===== src/rtl/uart_cfg_pkg.sv =====
// Shared types and helpers for the configurable UART core.
//   parity_e    : parity mode encoding (none / even / odd)
//   tx_state_e  : transmitter FSM states
//   rx_state_e  : receiver FSM states
//   calc_div    : clocks per bit from clock frequency and baud rate
//   parity_bit  : parity bit for a zero-extended payload
package uart_cfg_pkg;

   localparam int unsigned MaxDataBits = 9;

   typedef enum logic [1:0] {
      ParNone = 2'd0,
      ParEven = 2'd1,
      ParOdd  = 2'd2
   } parity_e;

   typedef enum logic [2:0] {
      TxIdle,
      TxStart,
      TxData,
      TxParity,
      TxStop
   } tx_state_e;

   typedef enum logic [2:0] {
      RxIdle,
      RxStart,
      RxData,
      RxParity,
      RxStop
   } rx_state_e;

   function automatic int unsigned calc_div(input int unsigned clk_freq,
                                            input int unsigned baud);
      return clk_freq / baud;
   endfunction

   // Even parity is the XOR of the payload; odd parity is its inverse.
   function automatic logic parity_bit(input logic [MaxDataBits-1:0] data,
                                       input parity_e                mode);
      return (^data) ^ (mode == ParOdd);
   endfunction

endpackage


===== src/rtl/uart_bit_timer.sv =====
// Bit-period timer shared by the transmitter and receiver.
//   clk, rst_n : clock and asynchronous active-low reset
//   run        : count while high; counter held at 0 while low
//   restart    : reload the counter to 0 on the next edge
//   tc_full    : high on the last clock of a DIV-clock period
//   tc_half    : high on clock DIV/2 of a period (start-bit midpoint)
module uart_bit_timer #(
   parameter int unsigned DIV = 104
) (
   input  logic clk,
   input  logic rst_n,
   input  logic run,
   input  logic restart,
   output logic tc_full,
   output logic tc_half
);

   localparam int unsigned CntW = (DIV > 1) ? $clog2(DIV) : 1;
   localparam logic [CntW-1:0] FullCnt = CntW'(DIV - 1);
   localparam logic [CntW-1:0] HalfCnt = CntW'((DIV / 2 > 0) ? (DIV / 2 - 1) : 0);

   logic [CntW-1:0] cnt_q, cnt_d;

   assign tc_full = run && (cnt_q == FullCnt);
   assign tc_half = run && (cnt_q == HalfCnt);

   // Wraps on its own at the end of each period so back-to-back bits need no reload.
   always_comb begin
      cnt_d = cnt_q + 1'b1;
      if (!run || restart || tc_full) begin
         cnt_d = '0;
      end
   end

   always_ff @(posedge clk or negedge rst_n) begin
      if (!rst_n) begin
         cnt_q <= '0;
      end else begin
         cnt_q <= cnt_d;
      end
   end

endmodule


===== src/rtl/uart_cfg_core.sv =====
// Configurable full-duplex UART: independent transmitter and receiver.
//   clk, rst_n : system clock and asynchronous active-low reset
//   rx         : serial input (asynchronous, idle high)
//   dintx      : transmit payload, captured when newd is accepted
//   newd       : one-cycle transmit request
//   tx         : serial output (idle high)
//   busytx     : transmitter busy from accept until frame end
//   donetx     : pulse on the last clock of the last stop bit
//   doutrx     : last received payload
//   donerx     : pulse when a received frame completes
//   perr, ferr : parity / framing error of the last received frame
module uart_cfg_core
   import uart_cfg_pkg::*;
#(
   parameter int unsigned CLK_FREQ  = 1000000,
   parameter int unsigned BAUD      = 9600,
   parameter int unsigned DATA_BITS = 8,
   parameter int unsigned PARITY    = 0,
   parameter int unsigned STOP_BITS = 1
) (
   input  logic                 clk,
   input  logic                 rst_n,
   input  logic                 rx,
   input  logic [DATA_BITS-1:0] dintx,
   input  logic                 newd,
   output logic                 tx,
   output logic                 busytx,
   output logic                 donetx,
   output logic [DATA_BITS-1:0] doutrx,
   output logic                 donerx,
   output logic                 perr,
   output logic                 ferr
);

   localparam int unsigned Div      = calc_div(CLK_FREQ, BAUD);
   localparam parity_e     ParMode  = parity_e'(PARITY[1:0]);
   localparam logic [3:0]  LastData = 4'(DATA_BITS - 1);
   localparam logic [3:0]  LastStop = 4'(STOP_BITS - 1);

   // ---------------------------------------------------------------- transmitter
   tx_state_e              tx_state_q, tx_state_d;
   logic [DATA_BITS-1:0]   tx_shreg_q, tx_shreg_d;
   logic [3:0]             tx_bit_q, tx_bit_d;
   logic                   tx_par_q, tx_par_d;
   logic                   tx_q, tx_d;
   logic                   tx_restart, tx_tc, tx_half_unused, accept;
   logic [MaxDataBits-1:0] dintx_ext;

   always_comb begin
      dintx_ext                = '0;
      dintx_ext[DATA_BITS-1:0] = dintx;
   end

   uart_bit_timer #(
      .DIV (Div)
   ) u_tx_timer (
      .clk     (clk),
      .rst_n   (rst_n),
      .run     (tx_state_q != TxIdle),
      .restart (tx_restart),
      .tc_full (tx_tc),
      .tc_half (tx_half_unused)
   );

   always_comb begin
      tx_state_d = tx_state_q;
      tx_shreg_d = tx_shreg_q;
      tx_bit_d   = tx_bit_q;
      tx_par_d   = tx_par_q;
      tx_d       = tx_q;
      tx_restart = 1'b0;
      donetx     = 1'b0;
      accept     = 1'b0;
      case (tx_state_q)
         TxIdle: begin
            tx_d   = 1'b1;
            accept = newd;
         end
         TxStart: begin
            if (tx_tc) begin
               tx_state_d = TxData;
               tx_d       = tx_shreg_q[0];
               tx_bit_d   = '0;
            end
         end
         TxData: begin
            if (tx_tc) begin
               if (tx_bit_q == LastData) begin
                  tx_bit_d = '0;
                  if (ParMode != ParNone) begin
                     tx_state_d = TxParity;
                     tx_d       = tx_par_q;
                  end else begin
                     tx_state_d = TxStop;
                     tx_d       = 1'b1;
                  end
               end else begin
                  tx_bit_d   = tx_bit_q + 4'd1;
                  tx_shreg_d = tx_shreg_q >> 1;
                  tx_d       = tx_shreg_q[1];
               end
            end
         end
         TxParity: begin
            if (tx_tc) begin
               tx_state_d = TxStop;
               tx_d       = 1'b1;
            end
         end
         TxStop: begin
            if (tx_tc) begin
               if (tx_bit_q == LastStop) begin
                  // A request on the final stop clock chains straight into the next frame.
                  donetx = 1'b1;
                  accept = newd;
                  if (!newd) begin
                     tx_state_d = TxIdle;
                  end
               end else begin
                  tx_bit_d = tx_bit_q + 4'd1;
               end
            end
         end
         default: tx_state_d = TxIdle;
      endcase
      if (accept) begin
         tx_state_d = TxStart;
         tx_shreg_d = dintx;
         tx_par_d   = parity_bit(dintx_ext, ParMode);
         tx_d       = 1'b0;
         tx_bit_d   = '0;
         tx_restart = 1'b1;
      end
   end

   always_ff @(posedge clk or negedge rst_n) begin
      if (!rst_n) begin
         tx_state_q <= TxIdle;
         tx_shreg_q <= '0;
         tx_bit_q   <= '0;
         tx_par_q   <= 1'b0;
         tx_q       <= 1'b1;
      end else begin
         tx_state_q <= tx_state_d;
         tx_shreg_q <= tx_shreg_d;
         tx_bit_q   <= tx_bit_d;
         tx_par_q   <= tx_par_d;
         tx_q       <= tx_d;
      end
   end

   assign tx     = tx_q;
   assign busytx = (tx_state_q != TxIdle);

   // ------------------------------------------------------------------- receiver
   rx_state_e              rx_state_q, rx_state_d;
   logic [DATA_BITS-1:0]   rx_shreg_q, rx_shreg_d;
   logic [3:0]             rx_bit_q, rx_bit_d;
   logic                   rx_par_q, rx_par_d;
   logic [DATA_BITS-1:0]   doutrx_q, doutrx_d;
   logic                   donerx_q, donerx_d;
   logic                   perr_q, perr_d;
   logic                   ferr_q, ferr_d;
   logic                   sync1_q, sync2_q, rx_prev_q;
   logic                   rx_s, rx_fall;
   logic                   rx_restart, rx_tc, rx_half;
   logic [MaxDataBits-1:0] rx_shreg_ext;

   assign rx_s = sync2_q;
   // Start detection is edge based: after a frame ending with rx held low (break),
   // no new start is seen until the line has returned high.
   assign rx_fall = rx_prev_q && !rx_s;

   always_comb begin
      rx_shreg_ext                = '0;
      rx_shreg_ext[DATA_BITS-1:0] = rx_shreg_q;
   end

   uart_bit_timer #(
      .DIV (Div)
   ) u_rx_timer (
      .clk     (clk),
      .rst_n   (rst_n),
      .run     (rx_state_q != RxIdle),
      .restart (rx_restart),
      .tc_full (rx_tc),
      .tc_half (rx_half)
   );

   always_comb begin
      rx_state_d = rx_state_q;
      rx_shreg_d = rx_shreg_q;
      rx_bit_d   = rx_bit_q;
      rx_par_d   = rx_par_q;
      doutrx_d   = doutrx_q;
      donerx_d   = 1'b0;
      perr_d     = perr_q;
      ferr_d     = ferr_q;
      rx_restart = 1'b0;
      case (rx_state_q)
         RxIdle: begin
            if (rx_fall) begin
               rx_state_d = RxStart;
            end
         end
         RxStart: begin
            if (rx_half) begin
               if (rx_s) begin
                  rx_state_d = RxIdle;
               end else begin
                  // Realign so later samples land DIV clocks apart from this midpoint.
                  rx_state_d = RxData;
                  rx_bit_d   = '0;
                  rx_restart = 1'b1;
               end
            end
         end
         RxData: begin
            if (rx_tc) begin
               rx_shreg_d = {rx_s, rx_shreg_q[DATA_BITS-1:1]};
               if (rx_bit_q == LastData) begin
                  rx_state_d = (ParMode != ParNone) ? RxParity : RxStop;
               end else begin
                  rx_bit_d = rx_bit_q + 4'd1;
               end
            end
         end
         RxParity: begin
            if (rx_tc) begin
               rx_par_d   = rx_s;
               rx_state_d = RxStop;
            end
         end
         RxStop: begin
            if (rx_tc) begin
               donerx_d   = 1'b1;
               doutrx_d   = rx_shreg_q;
               ferr_d     = !rx_s;
               perr_d     = (ParMode != ParNone) &&
                            (rx_par_q != parity_bit(rx_shreg_ext, ParMode));
               rx_state_d = RxIdle;
            end
         end
         default: rx_state_d = RxIdle;
      endcase
   end

   always_ff @(posedge clk or negedge rst_n) begin
      if (!rst_n) begin
         sync1_q    <= 1'b1;
         sync2_q    <= 1'b1;
         rx_prev_q  <= 1'b1;
         rx_state_q <= RxIdle;
         rx_shreg_q <= '0;
         rx_bit_q   <= '0;
         rx_par_q   <= 1'b0;
         doutrx_q   <= '0;
         donerx_q   <= 1'b0;
         perr_q     <= 1'b0;
         ferr_q     <= 1'b0;
      end else begin
         sync1_q    <= rx;
         sync2_q    <= sync1_q;
         rx_prev_q  <= sync2_q;
         rx_state_q <= rx_state_d;
         rx_shreg_q <= rx_shreg_d;
         rx_bit_q   <= rx_bit_d;
         rx_par_q   <= rx_par_d;
         doutrx_q   <= doutrx_d;
         donerx_q   <= donerx_d;
         perr_q     <= perr_d;
         ferr_q     <= ferr_d;
      end
   end

   assign doutrx = doutrx_q;
   assign donerx = donerx_q;
   assign perr   = perr_q;
   assign ferr   = ferr_q;

endmodule


===== config.mk =====
export PLATFORM = sky130hd
export DESIGN_NAME = uart_cfg_core
export DESIGN_NICKNAME = d
export VERILOG_FILES = /design/src/rtl/uart_cfg_pkg.sv /design/src/rtl/uart_bit_timer.sv /design/src/rtl/uart_cfg_core.sv
export SDC_FILE = /design/constraint.sdc
export NUM_CORES = 1
export LEC_CHECK = 0
export ABC_AREA = 0
export CAP_MARGIN = 20
export CORE_MARGIN = 2
export CORE_UTILIZATION = 33
export CTS_BUF_LIST = sky130_fd_sc_hd__clkbuf_4 sky130_fd_sc_hd__clkbuf_8
export DETAILED_ROUTE_END_ITERATION = 8
export PLACE_DENSITY_LB_ADDON = 0.12
export SLEW_MARGIN = 40
export SYNTH_ARGS = -nofsm -noshare
export SYNTH_HDL_FRONTEND = slang
export SYNTH_HIERARCHICAL = 1
export SYNTH_SLANG_ARGS = --single-unit

===== constraint.sdc =====
create_clock -name clk -period 3.2 [get_ports clk]
set_input_delay 0.64 -clock clk [delete_from_list [all_inputs] [get_ports clk]]
set_output_delay 0.64 -clock clk [all_outputs]
set_load 0.03 [all_outputs]

# --- Word level (Yosys, flattened, before mapping) ---
# Index checks and enable logic that the tools add are counted.
classes:
  add_sub_neg: 4
  n_eq_ne: 31
  muxes: 53
  n_reduce_logical: 29
ops:
  columns: ["operator", "count"]
  rows:
  - ["$mux W3", 14]
  - ["$mux W4", 10]
  - ["$mux W8", 4]
  - ["$pmux W3 S5", 2]
  - ["$mux W1", 16]
  - ["$add A7 B1 Y7 const B", 2]
  - ["$eq A7 B7 Y1 const B", 2]
  - ["$mux W7", 2]
  - ["$ne A2 B2 Y1 const B", 7]
  - ["$eq A3 B2 Y1 const B", 4]
  - ["$ne A3 B2 Y1 const B", 4]
  - ["$ne A3 B3 Y1 const B", 4]
  - ["$pmux W4 S3", 1]
  - ["$reduce_and A5 Y1", 2]
  - ["$add A4 B1 Y4 const B", 2]
  - ["$eq A4 B3 Y1 const B", 2]
  - ["$pmux W4 S2", 1]
  - ["$reduce_and A8 Y1", 1]
  - ["$eq A7 B6 Y1 const B", 1]
  - ["$eq A3 B1 Y1 const B", 2]
  - ["$eq A3 B3 Y1 const B", 2]
  - ["$logic_not A3 Y1", 2]
  - ["$ne A2 B1 Y1 const B", 3]
  - ["$reduce_and A6 Y1", 1]
  - ["14 further kinds", 26]
totals:
  regBits: 58
  out_inout_bits: 14
  elab_cells: 132

# --- Longest topological paths before layout ---
# Gate-level depths: netlist of run 1.
logic_depth:
  ltp_word: 8
  mapped_depth: 12
  ltp_nobuf: 10

# --- Modules after synthesis ---
# Netlist of run 1, hierarchy kept.
by_module_without_submodules:
  columns: ["module", "n_inst", "cells_each", "area_per_inst_um2", "seq_area_each_um2"]
  rows:
  - ["uart_cfg_core", 1, 185, 2172.1, 1106.1]
  - ["uart_bit_timer", 2, 35, 347.8, 175.2]

# --- Worst setup path before layout of run 1 ---
# No wires, ideal clock.
synth_path:
  path_type: "flip-flop to output port"
  startpoint: "register tx_state_q[2]"
  endpoint: "output donetx"
  t_arrival_ps: 2105
  t_required_ps: 2560
  setup_slack_ps: 455
  stages_incl_launch_ff: 8
  path_buffers: 1
  cell_sequence: "dfrtp_1 -> buf_2 -> inv_1 -> nand2_1 -> nand3b_1 -> nor2_1 -> and4bb_4 -> and3_1"
synth_via:
  elab_chain_cells: 4
  elab_cells_between_ends: 5
  classes_between: "1 x eq/ne; 2 x mux; 2 x reduce/logical"
synth_lines:
  columns: ["element", "line", "source"]
  rows:
  - ["from (decl)", "uart_cfg_core.sv:41", "tx_state_e tx_state_q, tx_state_d;"]
  - ["from (signal assigned)", "uart_cfg_core.sv:138", "tx_state_q <= TxIdle;"]
  - ["from (signal assigned)", "uart_cfg_core.sv:144", "tx_state_q <= tx_state_d;"]
  - ["$reduce_bool A3 Y1", null, null]
  - ["via busytx", "uart_cfg_core.sv:27", "output logic busytx,"]
  - ["$logic_and A1 B1 Y1", "uart_bit_timer.sv:24", "assign tc_full = run && (cnt_q == FullCnt);"]
  - ["via tx_tc", "uart_cfg_core.sv:46", "logic tx_restart, tx_tc, tx_half_unused, accept;"]
  - ["$mux W1", "uart_cfg_core.sv:111", "if (tx_tc) begin"]
  - ["$mux W1", "uart_cfg_core.sv:74", "case (tx_state_q)"]
  - ["to (decl)", "uart_cfg_core.sv:28", "output logic donetx,"]
# The timed path passes the listed nets, and every way through them passes these cells.

# --- Final worst setup path of run 1 ---
layout_path:
  startpoint: "register tx_state_q[1]"
  endpoint: "output donetx"
layout_via:
  elab_chain_cells: 4
  elab_cells_between_ends: 5
  classes_between: "1 x eq/ne; 2 x mux; 2 x reduce/logical"
layout_lines:
  columns: ["element", "line", "source"]
  rows:
  - ["$reduce_bool A3 Y1", "uart_cfg_core.sv:59", ".run (tx_state_q != TxIdle),"]
  - ["$logic_and A1 B1 Y1", "uart_bit_timer.sv:24", null]
  - ["via tx_tc", "uart_cfg_core.sv:46", null]
  - ["$mux W1", "uart_cfg_core.sv:111", null]
  - ["$mux W1", "uart_cfg_core.sv:74", null]
# The timed path passes the listed nets, and every way through them passes these cells.

==> results by group, run 1 <==
Floorplanning
  – Die width: roughly 97 µm
  – I/O pins: 26
  – Core box area: between 8000 and 9000 µm²
  – Die area: between 9000 and 10,000 µm²
  – FP Rows: 33
  – Initial Utilization: between 30 and 40%
  – Die Ht: 97.1 µm

Detailed routing
  – ANT nets after route: 0
  – Vias/cell: 4.87
  – WL final: 5560 µm
  – DRC viols: 0
  – Via Count: around 1,900
  – 1st-iter DRT viols: 76
  – First-pass iteration count of the detailed router: 4
  – Avg WL per Cell: about 14 µm

Critical path
  – Critical-path cell list: nor2_1 > nand2_1 > nand3b_1 > nor2_1 > buf_4 > and4bb_4 > and3_1 > buf_4
  – Setup crit end kind: output port
  – Reg2reg setup slack: approximately 0.6 ns
  – Critical path launch point type: flip-flop
  – Critical path required time: between 2 and 3 ns
  – Top delay family on crit path: simple AND/OR/NAND/NOR gates
  – Crit path buf inv count: 2
  – RR Startpoint: tx_state_q[1]$_DFFE_PN0P_
  – CP Class: reg -> out
  – CP Max Fanout: 12
  – Slowest CP cell: dfrtp_1
  – Levels on crit path: 8
  – Worst R2R Path Depth: 11
  – CP peak stage delay: around 0.54 ns
  – Worst EP arrival: approximately 2.3 ns
  – Worst R2R End: u_tx_timer/cnt_q[6]$_DFF_PN0_

Timing
  – Slew at the pin closest to its max-slew limit: between 0.5 and 0.6 ns
  – Achievable Freq: roughly 340 MHz
  – Clock Skews: between 0.007 and 0.008 ns
  – Relative slew slack: between 60% and 70%
  – Minimum clock period: around 3 ns
  – Period utilisation layout: 92.6%
  – Final Hold Fails: 0
  – Slew Limit Fails: 0
  – RSZ-0062 raised after global routing: false
  – Setup-failing EPs final: 0
  – Total negative slack: 0 ns

Synth
  – Ys Warns: 6
  – Instance count of the mapped netlist: ~250
  – Netlist Area Pre-Place: 2860 µm²
  – Mapped Nets: between 200 and 300
  – Mean Syn Cell Area: between 10 and 15 µm²

Cells and area
  – Inserted Diodes: 0
  – Final Core Density: between 40% and 50%
  – FILL cells: between 800 and 900
  – Area Growth Syn to Fin: 19.1%
  – Share of layout cells above drive strength 1: a little over a fifth
  – Post-Layout Cell Count: about 400
  – Final Instance Area: approximately 3400 µm²
  – Most common cell after layout, fill and taps aside: dfrtp_1
  – Highest-count cells in the layout ignoring fill and taps: dfrtp_1, clkdlybuf4s50_1, mux2_2, nor2_1, nand2_1
  – Layout Nets: around 300

CTS
  – Hold buffer count at CTS: 0
  – H-tree depth: 3
  – CTS Buf Count: 9
  – Clock transition at path regs: roughly 0.070 ns
  – CTS Root Buffer Type: clkbuf_8
  – CTS tree: done
  – Resize count post-CTS: 0
  – Clk sink count: between 50 and 60
  – Post-CTS Setup Inserts: 0
  – Clock Tree Buf Depth: 2
  – Clk_lat worst skew: approximately 0.34 ns

Hold path
  – Hold crit path type: in -> async

Global route
  – Grt total ovfl: 0
  – Initial antenna violation count: 0
  – Vias in the first global route: between 1,500 and 2,000
  – Largest net degree at the start of global routing: 25
  – First-pass GRT wire length: between 9000 and 10,000 µm
  – GRT Util Overall: between 10% and 20%

Outcome
  – Status: complete, no violations

Pwr
  – Leak Pwr: 1.50 nW
  – Max IR drop VDD: ~190 µV
  – PwrDens: around 460 nW/µm²

Placed design
  – DP HPWL: 3930 µm
  – Port buffer count: 24
  – GPL Wtd Cong: between 0.7 and 0.8
  – Cells after DPL: 380
  – Placed cell areas: between 3000 and 4000 µm²

Run
  – MaxCap Viol Count: 0
[layer usage]
| metal | wire length, µm | global-route usage, % | vias to the layer above | share of wire [%] |
|---|---|---|---|---|
| met5 | 0 | 0 | - | 0 |
| met4 | 51 | 4.66 | 0 | 0.92 |
| met3 | 172 | 4.68 | 4 | 3.1 |
| met2 | 2390 | 17.9 | 26 | 43 |
| met1 | 2940 | 17.9 | 933 | 53 |
| li1 | - | - | 967 | - |
[flip-flops by register name, indices dropped and copies added (netlist names)]
signal	flops
u_tx_timer/cnt_q	7
rx_s	1
tx_shreg_q	8
rx_state_q	3
doutrx	8
sync1_q	1
tx_state_q	3
rx_shreg_q	8
rx_bit_q	4
ferr	1
rx_prev_q	1
u_rx_timer/cnt_q	7
donerx	1
tx_bit_q	4
tx	1
[where the power goes]
part	switching, mW	internal, mW
logic	0.0616	0.0430
registers	0.0306	0.758
clock network	0.304	0.357
[cell type report]
class	instances	area [µm²]	area share, %
clock inverters	7	70.1	2.06
multi-input cells	177	1310	38.5
flip-flops and latches	58	1460	42.8
well taps	105	131	3.86
repair buffers	29	270	7.94
inverters	11	41.3	1.21
clock buffers	9	124	3.64
[worst register-to-register path: cells and delay by family (launching register included)]
kind                   cells  cell delay (ns)
AND/OR/NAND/NOR            6             1.14
buffers and inverters      2             0.34
AO/OA/AOI/OAI              3             0.51
flip-flops                 1             0.54
[through the flow]
stage / hold slack, ns / worst slack (ns) / total power [mW]
final: 0.294 / 0.236 / 1.55
after global routing: 0.327 / 0.0939 / 1.64
after CTS: 0.307 / 0.197 / 1.59
after detailed placement: 0.347 / 0.587 / 0.911
after global placement: 0.346 / 0.613 / 0.912
after floorplan: 0.344 / 0.482 / 0.858
[how the worst max path moves through the flow]
stage,from,endpoint,slack [ns]
after floorplan,tx_state_q[2]$_DFFE_PN0P_,donetx,0.48
after global placement,tx_state_q[1]$_DFFE_PN0P_,donetx,0.61
after detailed placement,tx_state_q[1]$_DFFE_PN0P_,donetx,0.59
after CTS,tx_state_q[1]$_DFFE_PN0P_,donetx,0.20
after global routing,tx_state_q[1]$_DFFE_PN0P_,donetx,0.09
final,tx_state_q[1]$_DFFE_PN0P_,donetx,0.24
Power figures use the tool's default switching activity.
==> inputs of run 2 (changes only) <==
--- a/config.mk
+++ b/config.mk
@@ -7,6 +7,8 @@
 export LEC_CHECK = 0
 export ABC_AREA = 0
 export CAP_MARGIN = 20
+export CELL_PAD_IN_SITES_DETAIL_PLACEMENT = 1
+export CELL_PAD_IN_SITES_GLOBAL_PLACEMENT = 1
 export CORE_MARGIN = 2
 export CORE_UTILIZATION = 33
 export CTS_BUF_LIST = sky130_fd_sc_hd__clkbuf_4 sky130_fd_sc_hd__clkbuf_8
==> results by group, run 2 (synthesis gave the netlist of run 1 again) <==
Floorplanning
  – Die width: 97.1 µm (unchanged)
  – Core box area: 8300 µm² (unchanged)
  – I/O pins: 26 (unchanged)
  – Initial Utilization: 34.4% (unchanged)
  – Die area: 9420 µm² (unchanged)
  – FP Rows: 33 (unchanged)
  – Die Ht: 97.1 µm (unchanged)

Hold path
  – Hold crit path type: in -> async

Placed design
  – GPL Wtd Cong: 0.712 (-9.5%)
  – DP HPWL: 4250 µm (+8.2%)
  – Port buffer count: 24 (unchanged)

Detailed routing
  – 1st-iter DRT viols: 38 (-50%)
  – WL final: 6030 µm (+8.5%)
  – DRC viols: 0 (unchanged)
  – Vias/cell: 5.05 (+3.6%)
  – ANT nets after route: 0 (unchanged)
  – Avg WL per Cell: 15.3 µm (+9.1%)
  – Via Count: 1,990 (+3.1%)
  – First-pass iteration count of the detailed router: 4 (unchanged)

Critical path
  – Critical path launch point type: flip-flop
  – Setup crit end kind: output port
  – CP Max Fanout: 14 (+2)
  – CP Class: reg -> out
  – Critical path required time: 2.56 ns (about the same)
  – Worst EP arrival: 2.26 ns (-0.06 ns)

Pwr
  – Int Power: 1.07 mW (-7.5%)
  – Switch share: 26.9% (+1.5 points)
  – Switching power: 0.395 mW (-0.23%)
  – PwrDens: 436 nW/µm² (-4.5%)
  – Max IR drop VDD: 163 µV (-13%)
  – Combinational share of power: 7.3% (+0.6 points)
  – Clock Power Share: 38.9% (-3.6 points)
  – Sequential power share: 53.8% (+3.1 points)
  – Leak Pwr: 1.48 nW (-1.4%)

Timing
  – Achievable Freq: 345 MHz (+2.2%)
  – Relative slew slack: 61.9% (+0.93 points)
  – Minimum clock period: 2.90 ns (-0.0650 ns)
  – RSZ-0062 raised after global routing: false
  – Slew Limit Fails: 0 (unchanged)
  – Setup-failing EPs final: 0 (unchanged)
  – Period utilisation layout: 90.6% (-2.0 points)
  – Total negative slack: 0 ns (unchanged)
  – Clock Skews: 0.00744 ns (-0.000185 ns)
  – Slew at the pin closest to its max-slew limit: 0.563 ns (-0.0138 ns)
  – Final Hold Fails: 0 (unchanged)

Cells and area
  – Reg area: 1460 µm² (unchanged)
  – FILL cells: 896 (+11%)
  – Most common cell after layout, fill and taps aside: dfrtp_1
  – Share of layout cells above drive strength 1: 21.1% (-0.54 points)
  – Highest-count cells in the layout ignoring fill and taps: dfrtp_1, clkdlybuf4s50_1, mux2_2, nor2_1, nand2_1
  – Final Core Density: 40.5% (-0.48 points)
  – Area Growth Syn to Fin: 17.7%
  – Inserted Diodes: 0 (unchanged)
  – Multi-input gate area: 1310 µm² (unchanged)
  – Layout Nets: 302 (-0.33%)

Run
  – MaxCap Viol Count: 0 (unchanged)

CTS
  – Clock transition at path regs: 0.07 ns (about the same)
  – CTS tree: done
  – Post-CTS Setup Inserts: 0 (unchanged)
  – Hold buffer count at CTS: 0 (unchanged)
  – Clock Tree Buf Depth: 2 (unchanged)
  – H-tree depth: 3 (unchanged)
  – CTS Root Buffer Type: clkbuf_8
  – CTS Buf Count: 9 (unchanged)
  – Clk_lat worst skew: 0.33 ns (about the same)
  – Resize count post-CTS: 0 (unchanged)
  – Clk sink count: 58 (unchanged)

Global route
  – First-pass GRT wire length: 10,600 µm (+12%)
  – Vias in the first global route: 2,130 (+11%)
  – Initial antenna violation count: 0 (unchanged)
  – Grt total ovfl: 0 (unchanged)
  – GRT Util Overall: 14.1% (+1.3 points)
  – Largest net degree at the start of global routing: 32 (+28%)

Outcome
  – Status: complete, no violations
==> run 2: changes by cell type in the layout (fill, tap and decap cells not counted), sizes merged <==
cell | before | now
buf | 7 | 6
bufinv | 1 | 0
clkinv | 5 | 4
clkinvlp | 1 | 2
==> run 2: final cells by class <==
cell class	instances	share of cell area (%)
clock buffers	9	3.68
clock inverters	6	1.04
inverters	11	1.23
multi-input cells	177	39.0
flip-flops and latches	58	43.3
well taps	105	3.90
repair buffers	28	7.88
==> run 2: power by group through the flow <==
| stage | sequential [mW] | combinational [mW] | clock [mW] |
|---|---|---|---|
| final | 0.790 | 0.107 | 0.570 |
| after global routing | 0.793 | 0.124 | 0.625 |
| after CTS | 0.789 | 0.110 | 0.603 |
| after detailed placement | 0.803 | 0.110 | 0 |
| after global placement | 0.802 | 0.109 | 0 |
| after floorplan | 0.794 | 0.0636 | 0 |
==> run 2: layer usage <==
metal	vias up	part of all wire, %	global-route usage, %	wire length, µm
li1	968	-	-	-
met1	988	49	18.3	2950
met2	26	46	22.3	2790
met3	8	2.9	3.31	174
met4	0	1.9	6.18	114
met5	-	0	0	0
==> run 2: worst max-delay path: stages, from the launching register on <==
cell and delay (ns):
dfrtp_1 0.65, nor2_1 0.20, nand2_1 0.15, nand3b_1 0.12, nor2_1 0.16, and4bb_4 0.29
and3_1 0.18, buf_4 0.16
==> run 2: final timing paths <==
kind	from	endpoint	slack, ns	depth (start not counted)
min	rst_n	u_rx_timer/cnt_q[0]$_DFF_PN0_	0.24	1
min in group clk	sync1_q$_DFF_PN1_	rx_s$_DFF_PN1_	0.37	0
max	tx_state_q[0]$_DFFE_PN0P_	donetx	0.30	7
max reg2reg	tx_state_q[0]$_DFFE_PN0P_	u_tx_timer/cnt_q[6]$_DFF_PN0_	0.69	10
min reg2reg	sync1_q$_DFF_PN1_	rx_s$_DFF_PN1_	0.37	0
max in group asynchronous	rst_n	rx_s$_DFF_PN1_	2.32	2
==> run 2: per-stage QoR <==
step / cells / total power [mW] / cell area [µm²] / setup slack, ns / hold slack, ns
6_report: 394 / 1.47 / 3360 / 0.301 / 0.242
5_1_grt: 394 / 1.54 / 3360 / 0.121 / 0.268
4_1_cts: 394 / 1.50 / 3360 / 0.262 / 0.375
3_5_place_dp: 379 / 0.913 / 3200 / 0.663 / 0.352
3_3_place_gp: 379 / 0.910 / 3200 / 0.711 / 0.346
2_1_floorplan: 253 / 0.858 / 2860 / 0.482 / 0.344
==> inputs of run 3 (changes only) <==
--- a/config.mk
+++ b/config.mk
@@ -11,9 +11,10 @@
 export CELL_PAD_IN_SITES_GLOBAL_PLACEMENT = 1
 export CORE_MARGIN = 2
 export CORE_UTILIZATION = 33
-export CTS_BUF_LIST = sky130_fd_sc_hd__clkbuf_4 sky130_fd_sc_hd__clkbuf_8
+export CTS_BUF_LIST = sky130_fd_sc_hd__clkbuf_4
 export DETAILED_ROUTE_END_ITERATION = 8
 export PLACE_DENSITY_LB_ADDON = 0.12
+export SKIP_LAST_GASP = 1
 export SLEW_MARGIN = 40
 export SYNTH_ARGS = -nofsm -noshare
 export SYNTH_HDL_FRONTEND = slang
==> results by group, run 3 (synthesis gave the netlist of run 1 again) <==
Detailed routing
  – DRC viols: 0 (unchanged)
  – 1st-iter DRT viols: 40 (+5.3%)
  – WL final: 6050 µm (+0.28%)
  – Top Metal Used: met4
  – Met3 WL: 171 µm (-1.7%)
  – Vias/cell: 5.03 (-0.45%)
  – ANT nets after route: 0 (unchanged)
  – Met1 wire length: 3000 µm (+1.7%)
  – Avg WL per Cell: 15.3 µm (+0.28%)
  – DR WL met2: 2750 µm (-1.4%)
  – First-pass iteration count of the detailed router: 4 (unchanged)
  – Via Count: 1,981 (-0.45%)

Global route
  – First-pass GRT wire length: 10,600 µm (-0.13%)
  – Initial antenna violation count: 0 (unchanged)
  – Vias in the first global route: 2,101 (-1.4%)
  – Grt total ovfl: 0 (unchanged)
  – GRT Util Overall: 14.1% (+0.046 points)
  – Largest net degree at the start of global routing: 32 (unchanged)

Cells and area
  – Final Core Density: 39.9% (-0.68 points)
  – Share of layout cells above drive strength 1: 21.1% (unchanged)
  – FILL cells: 906 (+1.1%)
  – Post-Layout Cell Count: 394 (unchanged)
  – Inserted Diodes: 0 (unchanged)
  – Reg area: 1460 µm² (unchanged)
  – Layout Nets: 302 (unchanged)
  – Highest-count cells in the layout ignoring fill and taps: dfrtp_1, clkdlybuf4s50_1, mux2_2, nor2_1, nand2_1
  – Multi-input gate area: 1310 µm² (unchanged)
  – Most common cell after layout, fill and taps aside: dfrtp_1
  – Final Instance Area: 3310 µm² (-1.7%)
  – Area Growth Syn to Fin: 15.8%

CTS
  – Clock transition at path regs: 0.11 ns (+0.04 ns)
  – Hold buffer count at CTS: 0 (unchanged)
  – Post-CTS Setup Inserts: 0 (unchanged)
  – CTS Root Buffer Type: clkbuf_4
  – H-tree depth: 3 (unchanged)
  – CTS Buf Count: 9 (unchanged)
  – Resize count post-CTS: 0 (unchanged)
  – Clk_lat worst skew: 0.41 ns (+0.08 ns)
  – Clk sink count: 58 (unchanged)
  – CTS tree: done
  – Clock Tree Buf Depth: 2 (unchanged)

Critical path
  – Worst R2R End: u_tx_timer/cnt_q[6]$_DFF_PN0_
  – RR Startpoint: tx_state_q[0]$_DFFE_PN0P_
  – CP Max Fanout: 14 (unchanged)
  – CP peak stage delay: 0.67 ns (+0.02 ns)
  – Worst EP arrival: 2.35 ns (+0.09 ns)
  – Setup crit end kind: output port
  – Critical path required time: 2.56 ns (about the same)
  – Slowest CP cell: dfrtp_1
  – Critical-path cell list: nor2_1 > nand2_1 > nand3b_1 > nor2_1 > and4bb_4 > and3_1 > buf_4
  – CP Class: reg -> out
  – Worst R2R Path Depth: 10 (unchanged)
  – Critical path launch point type: flip-flop
  – Reg2reg setup slack: 0.67 ns (-0.02 ns)
  – Crit-path most repeated cell: nor2_1

Timing
  – Slew at the pin closest to its max-slew limit: 0.568 ns (+0.00501 ns)
  – Minimum clock period: 2.99 ns (+0.0882 ns)
  – Relative slew slack: 61.6% (-0.34 points)
  – Clock Skews: 0.00955 ns (+0.00210 ns)
  – Achievable Freq: 335 MHz (-3.0%)
  – Slew Limit Fails: 0 (unchanged)
  – Final Hold Fails: 0 (unchanged)
  – RSZ-0062 raised after global routing: false
  – Worst-case hold slack: 0.161 ns (-0.0804 ns)
  – Total negative slack: 0 ns (unchanged)
  – Setup ws final: 0.212 ns (-0.0882 ns)
  – Period utilisation layout: 93.4% (+2.8 points)
  – Setup-failing EPs final: 0 (unchanged)

Placed design
  – GPL Wtd Cong: 0.712 (unchanged)
  – DP HPWL: 4250 µm (unchanged)
  – Placed cell areas: 3200 µm² (unchanged)
  – Placement Setup Slack: 0.663 ns (unchanged)
  – Port buffer count: 24 (unchanged)
  – Cells after DPL: 379 (unchanged)

Pwr
  – Leak Pwr: 1.46 nW (-1.6%)
  – Power Total: 1.34 mW (-8.9%)
  – Max IR drop VDD: 141 µV (-14%)
  – PwrDens: 404 nW/µm² (-7.4%)

Floorplanning
  – Initial Utilization: 34.4% (unchanged)
  – Die Ht: 97.1 µm (unchanged)
  – Die width: 97.1 µm (unchanged)
  – I/O pins: 26 (unchanged)
  – FP Rows: 33 (unchanged)
  – Die area: 9420 µm² (unchanged)
  – Core box area: 8300 µm² (unchanged)

Run
  – MaxCap Viol Count: 0 (unchanged)

Outcome
  – Status: complete, no violations

Hold path
  – Hold crit path type: in -> async
-- run 3: how the worst max path moves through the flow --
stage / slack, ns / endpoint / cells after the start / from
5_1_grt: 0.02 / donetx / 7 / tx_state_q[0]$_DFFE_PN0P_
2_1_floorplan: 0.48 / donetx / 7 / tx_state_q[2]$_DFFE_PN0P_
3_3_place_gp: 0.71 / donetx / 7 / tx_state_q[0]$_DFFE_PN0P_
4_1_cts: 0.17 / donetx / 7 / tx_state_q[0]$_DFFE_PN0P_
6_report: 0.21 / donetx / 7 / tx_state_q[0]$_DFFE_PN0P_
3_5_place_dp: 0.66 / u_tx_timer/cnt_q[6]$_DFF_PN0_ / 10 / tx_state_q[0]$_DFFE_PN0P_
-- run 3: worst max-delay path, delay by kind of cell (launching register included) --
family | cells | cell delay (ns)
buffers and inverters | 1 | 0.16
DFF | 1 | 0.67
and+or+nand+nor | 6 | 1.10
-- run 3: final cells by class --
cell class	instances	area share [%]
clock buffer	9	2.04
inverter	11	1.25
multi-input combinational	177	39.6
sequential	58	44.0
clock inverter	6	1.06
tap	105	3.97
timing repair buffer	28	8.02
-- run 3: metal layers --
layer / GRT usage [%] / vias up
met5: 0 / -
met4: 6.83 / 0
met3: 3.31 / 8
met2: 21.8 / 27
met1: 18.6 / 976
li1: - / 970
-- run 3: power breakdown --
part / leakage, nW / internal, mW / switching [mW]
clock network: 0.0573 / 0.149 / 0.289
registers: 0.730 / 0.757 / 0.0321
logic: 0.670 / 0.0435 / 0.0641
total: 1.46 / 0.950 / 0.386
